File: src/rtl/mux_alusrcb_pipe.sv
`default_nettype none
// ============================================================================
// Module   : mux_alusrcb_pipe
// Purpose  : ALU source-B operand selector feeding a 2-entry skid buffer
//            (valid/ready on both sides, sticky out-of-range select flag).
//            Optional macro MUX_ALUSRCB_BYPASS_EN: zero-latency path when empty.
// Revision : 1.0  initial release
// ============================================================================
module mux_alusrcb_pipe #(
    parameter int WIDTH = 32,
    parameter int N_IN  = 5,
    parameter int SEL_W = 3
) (
    input  logic                    clk,
    input  logic                    rst_n,
    input  logic [N_IN*WIDTH-1:0]   in_bus,
    input  logic [SEL_W-1:0]        sel,
    input  logic                    in_valid,
    output logic                    in_ready,
    output logic [WIDTH-1:0]        out_data,
    output logic                    out_valid,
    input  logic                    out_ready,
    output logic                    sel_err,
    input  logic                    err_clr
);

    localparam logic [SEL_W:0] c_n_in = (SEL_W+1)'(N_IN);

    typedef enum logic [1:0] {
        S_EMPTY = 2'd0,
        S_ONE   = 2'd1,
        S_FULL  = 2'd2
    } state_t;

    state_t             r_state;
    state_t             w_state_nxt;
    logic [WIDTH-1:0]   r_main;
    logic [WIDTH-1:0]   r_skid;
    logic               r_in_ready;
    logic               r_sel_err;

    logic [WIDTH-1:0]   w_sel_data;
    logic               w_sel_oor;
    logic               w_accept;
    logic               w_consume;
    logic               w_main_ld;
    logic               w_main_from_skid;
    logic               w_skid_ld;

    // Out-of-range selects fall through to the last operand.
    always_comb begin
        w_sel_data = in_bus[(N_IN-1)*WIDTH +: WIDTH];
        for (int k = 0; k < N_IN-1; k++) begin
            if (sel == SEL_W'(k)) begin
                w_sel_data = in_bus[k*WIDTH +: WIDTH];
            end
        end
    end

    assign w_sel_oor = ({1'b0, sel} >= c_n_in);
    assign in_ready  = r_in_ready;
    assign sel_err   = r_sel_err;
    assign w_accept  = in_valid && r_in_ready;
    assign w_consume = out_valid && out_ready;

`ifdef MUX_ALUSRCB_BYPASS_EN
    assign out_valid = (r_state == S_EMPTY) ? w_accept : 1'b1;
    assign out_data  = ((r_state == S_EMPTY) && w_accept) ? w_sel_data : r_main;
`else
    assign out_valid = (r_state != S_EMPTY);
    assign out_data  = r_main;
`endif

    always_comb begin
        w_state_nxt      = r_state;
        w_main_ld        = 1'b0;
        w_main_from_skid = 1'b0;
        w_skid_ld        = 1'b0;
        case (r_state)
            S_EMPTY: begin
`ifdef MUX_ALUSRCB_BYPASS_EN
                // A same-cycle consumer takes the operand straight through.
                if (w_accept && !out_ready) begin
                    w_main_ld   = 1'b1;
                    w_state_nxt = S_ONE;
                end
`else
                if (w_accept) begin
                    w_main_ld   = 1'b1;
                    w_state_nxt = S_ONE;
                end
`endif
            end
            S_ONE: begin
                if (w_accept && w_consume) begin
                    w_main_ld   = 1'b1;
                end else if (w_accept) begin
                    w_skid_ld   = 1'b1;
                    w_state_nxt = S_FULL;
                end else if (w_consume) begin
                    w_state_nxt = S_EMPTY;
                end
            end
            S_FULL: begin
                if (w_consume) begin
                    w_main_ld        = 1'b1;
                    w_main_from_skid = 1'b1;
                    w_state_nxt      = S_ONE;
                end
            end
            default: begin
                w_state_nxt = S_EMPTY;
            end
        endcase
    end

    always_ff @(posedge clk or negedge rst_n) begin
        if (!rst_n) begin
            r_state    <= S_EMPTY;
            r_main     <= '0;
            r_skid     <= '0;
            r_in_ready <= 1'b0;
        end else begin
            r_state    <= w_state_nxt;
            // Ready is registered from the next state so out_ready never reaches in_ready.
            r_in_ready <= (w_state_nxt != S_FULL);
            if (w_main_ld) begin
                r_main <= w_main_from_skid ? r_skid : w_sel_data;
            end
            if (w_skid_ld) begin
                r_skid <= w_sel_data;
            end
        end
    end

    always_ff @(posedge clk or negedge rst_n) begin
        if (!rst_n) begin
            r_sel_err <= 1'b0;
        end else if (w_accept && w_sel_oor) begin
            r_sel_err <= 1'b1;
        end else if (err_clr) begin
            r_sel_err <= 1'b0;
        end
    end

endmodule
`default_nettype wire
File: config.mk
export PLATFORM = sky130hd
export DESIGN_NAME = mux_alusrcb_pipe
export DESIGN_NICKNAME = d
export VERILOG_FILES = /design/src/rtl/mux_alusrcb_pipe.sv
export SDC_FILE = /design/constraint.sdc
export NUM_CORES = 1
export LEC_CHECK = 0
export CAP_MARGIN = 20
export CORE_MARGIN = 4
export CORE_UTILIZATION = 42
export CTS_BUF_LIST = sky130_fd_sc_hd__clkbuf_8
export CTS_CLUSTER_DIAMETER = 50
export DETAILED_ROUTE_END_ITERATION = 10
export PLACE_DENSITY = 0.83
export SLEW_MARGIN = 30
export SYNTH_ARGS = -nofsm -noshare
export SYNTH_HDL_FRONTEND = slang
export SYNTH_SLANG_ARGS = --single-unit
File: constraint.sdc
create_clock -name clk -period 2.11 [get_ports clk]
set_input_delay 0.422 -clock clk [delete_from_list [all_inputs] [get_ports clk]]
set_output_delay 0.422 -clock clk [all_outputs]
set_load 0.02 [all_outputs]
Yosys cells after proc, flatten, opt, wreduce, memory -nomap -nowiden
Index checks and enable logic that the tools add are counted.
{ "totals": {"register_bits": 68} }
{ "op_classes": {"n_mux": 20, "reduce_logical": 8, "n_eq_ne": 6, "order_cmp": 1} }
{ "ops": {"columns": ["op", "count"], "rows": [
  ["$mux 32", 5],
  ["$mux 2", 5],
  ["$mux 1", 8],
  ["$eq 3x2->1 const B", 2],
  ["$pmux 2 s3", 1],
  ["$logic_and 1x1->1", 4],
  ["$reduce_bool 2->1", 2],
  ["$eq 3x1->1 const B", 1],
  ["$ge 3x3->1 const B", 1],
  ["$logic_not 3->1", 1],
  ["$pmux 1 s3", 1],
  ["$eq 2x1->1 const B", 1],
  ["$eq 2x2->1 const B", 1],
  ["$logic_not 2->1", 1],
  ["$ne 2x2->1 const B", 1]
]} }

Logic depth before layout (Yosys ltp)
Gate-level depths: netlist (run 1).
{ "logic_depth": {"word_depth": 7, "depth_mapped": 7} }

Worst setup path after synthesis (run 1)
No wires, ideal clock.
{ "synth_path": {"kind": "input -> register", "startpoint": "input sel[0]", "endpoint": "register r_skid[24]", "setup_slack_ns": 0.451, "path_buffers": 3, "required_time_ns": 1.973, "arrival_ns": 1.522, "cell_stages": 6, "path_cell_list": "buf_6 > buf_12 > buf_12 > mux4_2 > mux2i_1 > a21oi_1"} }
{ "synth_via": {"elab_chain_cells": 5} }
{ "synth_rtl": {"columns": ["item", "line", "rtl"], "rows": [
  ["start, declared", "17", "input logic [SEL_W-1:0] sel,"],
  ["$logic_not 3->1", "54", "if (sel == SEL_W'(k)) begin"],
  ["$mux 32 (3 in a row)", "54", null],
  ["$mux 32 (*)", "54", null],
  ["end signal, assigned", "131", "r_skid <= w_sel_data;"],
  ["end, declared", "38", "logic [WIDTH-1:0] r_skid;"]
]} }
Mark *: on every way between the ends. The rest lies on a longest branch, timed or not.
A chain may end at the register's enable or synchronous reset.

Worst setup path in the final report (run 1)
{ "layout_path": {"startpoint": "register r_in_ready (netlist: in_ready)", "endpoint": "output in_ready"} }
{ "layout_rtl": {"columns": ["item", "line", "rtl"], "rows": [
  ["start, declared", "39", "logic r_in_ready;"],
  ["start signal, assigned", "126", "r_in_ready <= (w_state_nxt != S_FULL);"],
  ["end, declared", "19", "output logic in_ready,"]
]} }
No word-level cell between the ends.

==> results.md, run 1 <==
* Status: finished clean
* Critical path depth at 1
* Register area share after synthesis at 0.415
* Longest Clk Path Bufs at 2
* Die Ht at about 110 um
* Met1 Usage GRT at 0.246
* Core Region at ~9400 um2
* Clock power frac at 0.207
* Sink Count at 68
* Fin nets at 765
* Congestion Overflow GR at 0
* Most common flop cell mapped by yosys: dfrtp_1
* Register bit count reported by yosys at a little under 70
* Synthesized net count at between 500 and 600
* EDFF count, synth at 0
* P_leak at between 0.002 and 0.003 uW
* Maxcap violations at 0
* Worst path arrival time at roughly 1.4 ns
* Worst R2R Start: r_state[0]
* Internal power at approximately 4200 uW
* Starting DRT DRC Count at about 140
* Initial antenna violation count at 0
* Final TNS setup at 0 ns
* Crit. Startpoint: in_ready
* Fmax at between 500 and 600 MHz
* Post-place setup slack at approximately 0.033 ns
* Final Max Tran Viols at 0
* FF/Latch Area at ~1700 um2
* Comb pwr share at 0.434
* Post-Syn Instances at 401
* Synth warn at 0
* Setup Fix Bufs, Post-CTS at 0
* Clk_skew at between 0.01 and 0.015 ns
* Hold-fix buffers, CTS at 0
* Maximum fanout along the worst path at 4
* Total CTS buffers at 9
* Clk slew on worst S/H paths at 0.07 ns
* DR vias at roughly 4000
* Sw frac at 0.342
* Post-Syn Area at ~4100 um2
* I/O pins at 203
* Cts repair resizes at 0
* Buffers and inverters on the worst path at 1
* First-pass GRT wire length at about 20000 um
* Largest net degree at the start of global routing at between 60 and 70
* Routed WL per cell at 17.6 um
* Worst path required time at roughly 1.7 ns
* Area of the multi-input gates at between 2000 and 2500 um2
* Crit. End Element: output pin
* Site Rows at 35
* Delay-heaviest family, CP: buffers and inverters
* Setup violations, final at 0
* GR Util met2 at 0.419
* CP endpoint: in_ready
* Yosys top cell area share at 0.415
* TritonCTS clock tree: built
* # DRC at 0
* Fillers at 742
* Vias/cell at roughly 5.4
* # diodes at 0
* Post-DP HPWL at between 9000 and 10000 um
* Post-synth cell types at 31
* Pre-antenna DRT Iters at 4
* Net Sw Power at roughly 2200 uW
* Routed Antenna Nets at 0
* Layout cells sized above 1 at 0.105
* Synth top area cells: dfrtp_1 (42%), mux4_1 (9.0%), mux4_2 (8.2%), a31oi_1 (6.9%), nand2_1 (6.3%)
* RSZ-0062 raised after global routing: false
* Power per Cell Area at 983 nW/um2
* H-tree Lvls at 3
* Gr usage total at 0.226
* GRT met3 Usage at 0.0554
* Area Overhead vs Synth at 59.1%
* CP Class: register to output pin
* Total Wirelength at 12900 um
* Worst path slowest cell: clkdlybuf4s50_1
* Port Buffers at between 200 and 250
* Die area at between 10000 and 15000 um2
* Top Usage Layer GRT: met2
* Worst stage delay on the critical path at approximately 0.64 ns
* Crit path time final at ~1.8 ns
* Final worst slack at approximately 0.31 ns
* Placed insts at 715
* Asr flop ratio synth at 1.00
* CP Launch Type: register
* Final period util at 0.855
* Slew HR at 0.548
* Min-Delay Path Class: input port to async pin
* Worst path cell trace: clkdlybuf4s50_1
* Flop-to-flop setup slack at 0.39 ns
* Mean post-synth cell area at 10.2 um2
* Die width at about 110 um
* Sequential share of power at 0.359
* Fin cells at 731
* Worst Max-Slew Pin Slew at 0.678 ns
* Yosys top cell by area: dfrtp_1
* Worst r2r path cells at 4
* R2r endpoint: out_data[22]
* Initial Util at 0.437
* RePlAce Congestion at roughly 0.8
* Root buffer cell: clkbuf_8
* Final-report hold violation count at 0
* Clk_lat worst skew at around 0.33 ns
* Worst vdd ir at roughly 0.44 mV
* Vias in the first global route at 4201
-- placed cells by master (no fill, tap or decap), types with 4 or more instances in the layout --
cell | netlist | layout
clkdlybuf4s50_1 | 0 | 198
o21ai_0 | 4 | 4
buf_4 | 2 | 10
buf_12 | 2 | 5
o32ai_1 | 8 | 8
mux4_2 | 15 | 15
mux4_1 | 14 | 14
nand2b_1 | 26 | 26
a21oi_1 | 22 | 22
and3_1 | 24 | 24
inv_1 | 6 | 7
nor2_1 | 37 | 35
mux2i_1 | 8 | 8
clkbuf_8 | 0 | 11
dfrtp_1 | 68 | 68
nand2_1 | 69 | 69
a31oi_1 | 45 | 45
-- power groups by stage --
stage                     clock (uW)  sequential, uW  combinational, uW
after global placement             0            2280               2710
after detailed placement           0            2310               2790
after floorplan                    0            2630               1090
after global routing            1410            2370               3000
after CTS                       1350            2300               2810
final                           1320            2300               2780
-- sequential cells by signal, summed over array words and instances, names as in the netlist --
name,flops
r_state,2
r_skid,32
out_data,32
in_ready,1
sel_err,1
-- per-layer routing --
layer	part of all wire	wire [um]
met1	0.37	4720
met3	0.086	1100
met4	0.018	230
met2	0.53	6830
met5	0	0
-- cells by family (layout without fill, tap and decap cells) --
group | after synthesis | count (layout) | share of synthesized area
AO/OA/AOI/OAI | 87 | 87 | 0.134
flip-flops | 68 | 68 | 0.415
buffers and inverters | 38 | 239 | 0.0507
multiplexers | 40 | 40 | 0.200
AND/OR/NAND/NOR | 168 | 168 | 0.200
-- final cells by class --
cell class	instances	area share
Clock inverter	5	0.0152
Multi-Input combinational cell	295	0.337
Clock buffer	11	0.0232
Sequential cell	68	0.261
Tap cell	129	0.0248
Timing Repair Buffer	217	0.335
Inverter	6	0.00345
-- per-stage QoR --
| stage | utilization | hold WS, ns | area [um2] | power (uW) |
|---|---|---|---|---|
| finish | 0.696 | 0.102 | 6520 | 6400 |
| global route | 0.696 | 0.116 | 6520 | 6790 |
| CTS | 0.695 | 0.102 | 6520 | 6460 |
| detailed placement | 0.669 | 0.468 | 6270 | 5110 |
| global placement | 0.669 | 0.468 | 6270 | 4990 |
| floorplan | - | 0.126 | 4100 | 3720 |
-- how the worst min path moves through the flow --
stage | to | depth (start not counted) | start | slack [ns]
detailed placement | r_skid[3] | 2 | rst_n | 0.47
global route | r_skid[6] | 2 | rst_n | 0.12
floorplan | in_ready | 0 | rst_n | 0.13
global placement | out_data[3] | 2 | rst_n | 0.47
finish | r_skid[3] | 2 | rst_n | 0.10
CTS | out_data[6] | 2 | rst_n | 0.10
-- synthesized netlist by cell type, types with 4 or more instances --
cell type	count
mux4_1	14
clkbuf_1	18
nand2b_1	26
a21oi_1	22
inv_1	6
a31oi_1	45
mux2i_1	8
o21ai_0	4
o32ai_1	8
dfrtp_1	68
and3_1	24
mux4_2	15
buf_2	8
nand2_1	69
nor2_1	37
No activity file was read; power rests on OpenSTA's default activity.
==> inputs of run 2 (changes only) <==
--- a/config.mk
+++ b/config.mk
@@ -9,9 +9,9 @@
 export CORE_MARGIN = 4
 export CORE_UTILIZATION = 42
 export CTS_BUF_LIST = sky130_fd_sc_hd__clkbuf_8
-export CTS_CLUSTER_DIAMETER = 50
+export CTS_CLUSTER_DIAMETER = 30
 export DETAILED_ROUTE_END_ITERATION = 10
-export PLACE_DENSITY = 0.83
+export PLACE_DENSITY_LB_ADDON = 0.3
 export SLEW_MARGIN = 30
 export SYNTH_ARGS = -nofsm -noshare
 export SYNTH_HDL_FRONTEND = slang
==> run 2 against run 1 <==
  * Via count is 1.6% lower
  * Maximum frequency shrank 0.70%
  * Clock skew grew 0.0015 ns
  * Core utilization fell by 0.84 points
  * Worst hold slack gained 0.00079 ns
  * Critical path depth did not move
  * Sequential share of layout area is 0.32 points higher
  * Cell area fell by 1.2%
  * First-iteration DRC count increased by 8.1%
==> results.md, run 2 (same netlist as run 1, synthesis figures left out) <==
* Status: finished clean
* CP Class: register to output pin
* Area Overhead vs Synth at 57.2%
* Net Sw Power at 2160 uW (-1.3%)
* Worst path cell trace: clkdlybuf4s50_1
* Worst path slowest cell: clkdlybuf4s50_1
* Internal power at 3900 uW (-7.5%)
* Setup violations, final at 0 (unchanged)
* Largest net degree at the start of global routing at 69 (unchanged)
* Worst path arrival time at 1.39 ns (about the same)
* Layout cells sized above 1 at 0.103 (-0.00166)
* Gr usage total at 0.213 (-0.0131)
* Slew HR at 0.565 (+0.0167)
* # DRC at 0 (unchanged)
* Worst r2r path cells at 4 (unchanged)
* Final TNS setup at 0 ns (unchanged)
* Port Buffers at 202 (unchanged)
* Buffers and inverters on the worst path at 1 (unchanged)
* CP endpoint: in_ready
* Die width at 107 um (unchanged)
* Sw frac at 0.357 (+0.0147)
* H-tree Lvls at 3 (unchanged)
* Vias in the first global route at 3968 (-5.5%)
* Fin nets at 765 (unchanged)
* Final period util at 0.861 (+0.00605)
* Clk slew on worst S/H paths at 0.07 ns (about the same)
* DR vias at 3917 (-1.6%)
* R2r endpoint: out_data[25]
* Worst Max-Slew Pin Slew at 0.653 ns (-0.0251 ns)
* Routed WL per cell at 16.7 um (-5.0%)
* Maxcap violations at 0 (unchanged)
* Worst R2R Start: r_state[0]
* Post-DP HPWL at 9290 um (-4.7%)
* Highest-count cells in the layout ignoring fill and taps: clkdlybuf4s50_1 (198), nand2_1 (69), dfrtp_1 (68)
* Finished Cell Area at 6440 um2 (-1.2%)
* Vias/cell at 5.36 (-1.6%)
* Longest Clk Path Bufs at 2 (unchanged)
* Site Rows at 35 (unchanged)
* Crit. Startpoint: in_ready
* Worst vdd ir at 0.412 mV (-6.2%)
* Clk_skew at 0.0115 ns (+0.00151 ns)
* Crit path time final at 1.82 ns (+0.0128 ns)
* Total Wirelength at 12200 um (-5.0%)
* Most common cell after layout, fill and taps aside: clkdlybuf4s50_1
* # diodes at 0 (unchanged)
* Min-Delay Path Class: input port to async pin
* Crit. End Element: output pin
* Critical path depth at 1 (unchanged)
* Total power at 6060 uW (-5.3%)
* Starting DRT DRC Count at 146 (+8.1%)
* TritonCTS clock tree: built
* Final-report hold violation count at 0 (unchanged)
* RePlAce Congestion at 0.787 (-3.7%)
* Worst path required time at 1.69 ns (about the same)
* First-pass GRT wire length at 19200 um (-5.6%)
* Min Hold Slack at 0.102 ns (+0.000794 ns)
* Core Region at 9370 um2 (unchanged)
* Congestion Overflow GR at 0 (unchanged)
* Maximum fanout along the worst path at 4 (unchanged)
* Die Ht at 107 um (unchanged)
* Initial Util at 0.437 (unchanged)
* Flop-to-flop setup slack at 0.49 ns (+0.10 ns)
* CP Launch Type: register
* Worst stage delay on the critical path at 0.64 ns (about the same)
* Die area at 11400 um2 (unchanged)
* Final Max Tran Viols at 0 (unchanged)
* Routed Antenna Nets at 0 (unchanged)
* Fmax at 551 MHz (-0.70%)
* Sequential share of power at 0.377 (+0.018)
* RSZ-0062 raised after global routing: false
* Sink Count at 68 (unchanged)
* Delay-heaviest family, CP: buffers and inverters
* Clk_lat worst skew at 0.34 ns (about the same)
* I/O pins at 203 (unchanged)
* Root buffer cell: clkbuf_8
* Total CTS buffers at 9 (unchanged)
* Comb pwr share at 0.455 (+0.021)
* Clock power frac at 0.167 (-0.040)
* Power per Cell Area at 941 nW/um2 (-4.2%)
* P_leak at 0.00267 uW (-1.2%)
* Area after DPL at 6250 um2 (-0.20%)
* Pre-antenna DRT Iters at 4 (unchanged)
* Initial antenna violation count at 0 (unchanged)
run 2: metrics by stage:
step	std cells	setup slack, ns	util
finish	731	0.294	0.687
global route	731	0.257	0.687
CTS	731	0.0325	0.687
detailed placement	715	0.0762	0.667
global placement	715	0.0957	0.667
floorplan	401	0.451	-
run 2: power groups by stage:
stage | Sequential (uW) | Clock, uW | Combinational [uW]
after floorplan | 2630 | 0 | 1090
after detailed placement | 2310 | 0 | 2780
after CTS | 2280 | 1040 | 2790
after global placement | 2270 | 0 | 2710
after global routing | 2350 | 1090 | 2990
final | 2290 | 1010 | 2760
run 2: how the worst min path moves through the flow:
stage          depth (start not counted)          to   from
2_1_floorplan                          0    in_ready  rst_n
3_3_place_gp                           2  r_skid[26]  rst_n
3_5_place_dp                           2     sel_err  rst_n
4_1_cts                                2     sel_err  rst_n
5_1_grt                                2     sel_err  rst_n
6_report                               2     sel_err  rst_n
run 2: timing repair:
action | 4_1_cts | 5_1_grt
hold buffers | 0 | 0
setup endpoints to repair | 0 | 1
buffers inserted | 0 | 0
resized for setup | 0 | 1
run 2: final cells by class:
| type | count | area, um2 |
|---|---|---|
| multi-input combinational | 295 | 2200 |
| sequential | 68 | 1700 |
| clock buffer | 9 | 124 |
| timing repair buffer | 217 | 2170 |
| fill | 711 | 2930 |
| inverter | 6 | 22.5 |
| tap | 129 | 161 |
| clock inverter | 7 | 60.1 |
run 2: metal layers:
metal,routed length (um),GRT usage
met5,0,0
met2,6180,0.374
met3,1050,0.0608
met1,4840,0.246
met4,162,0.0795
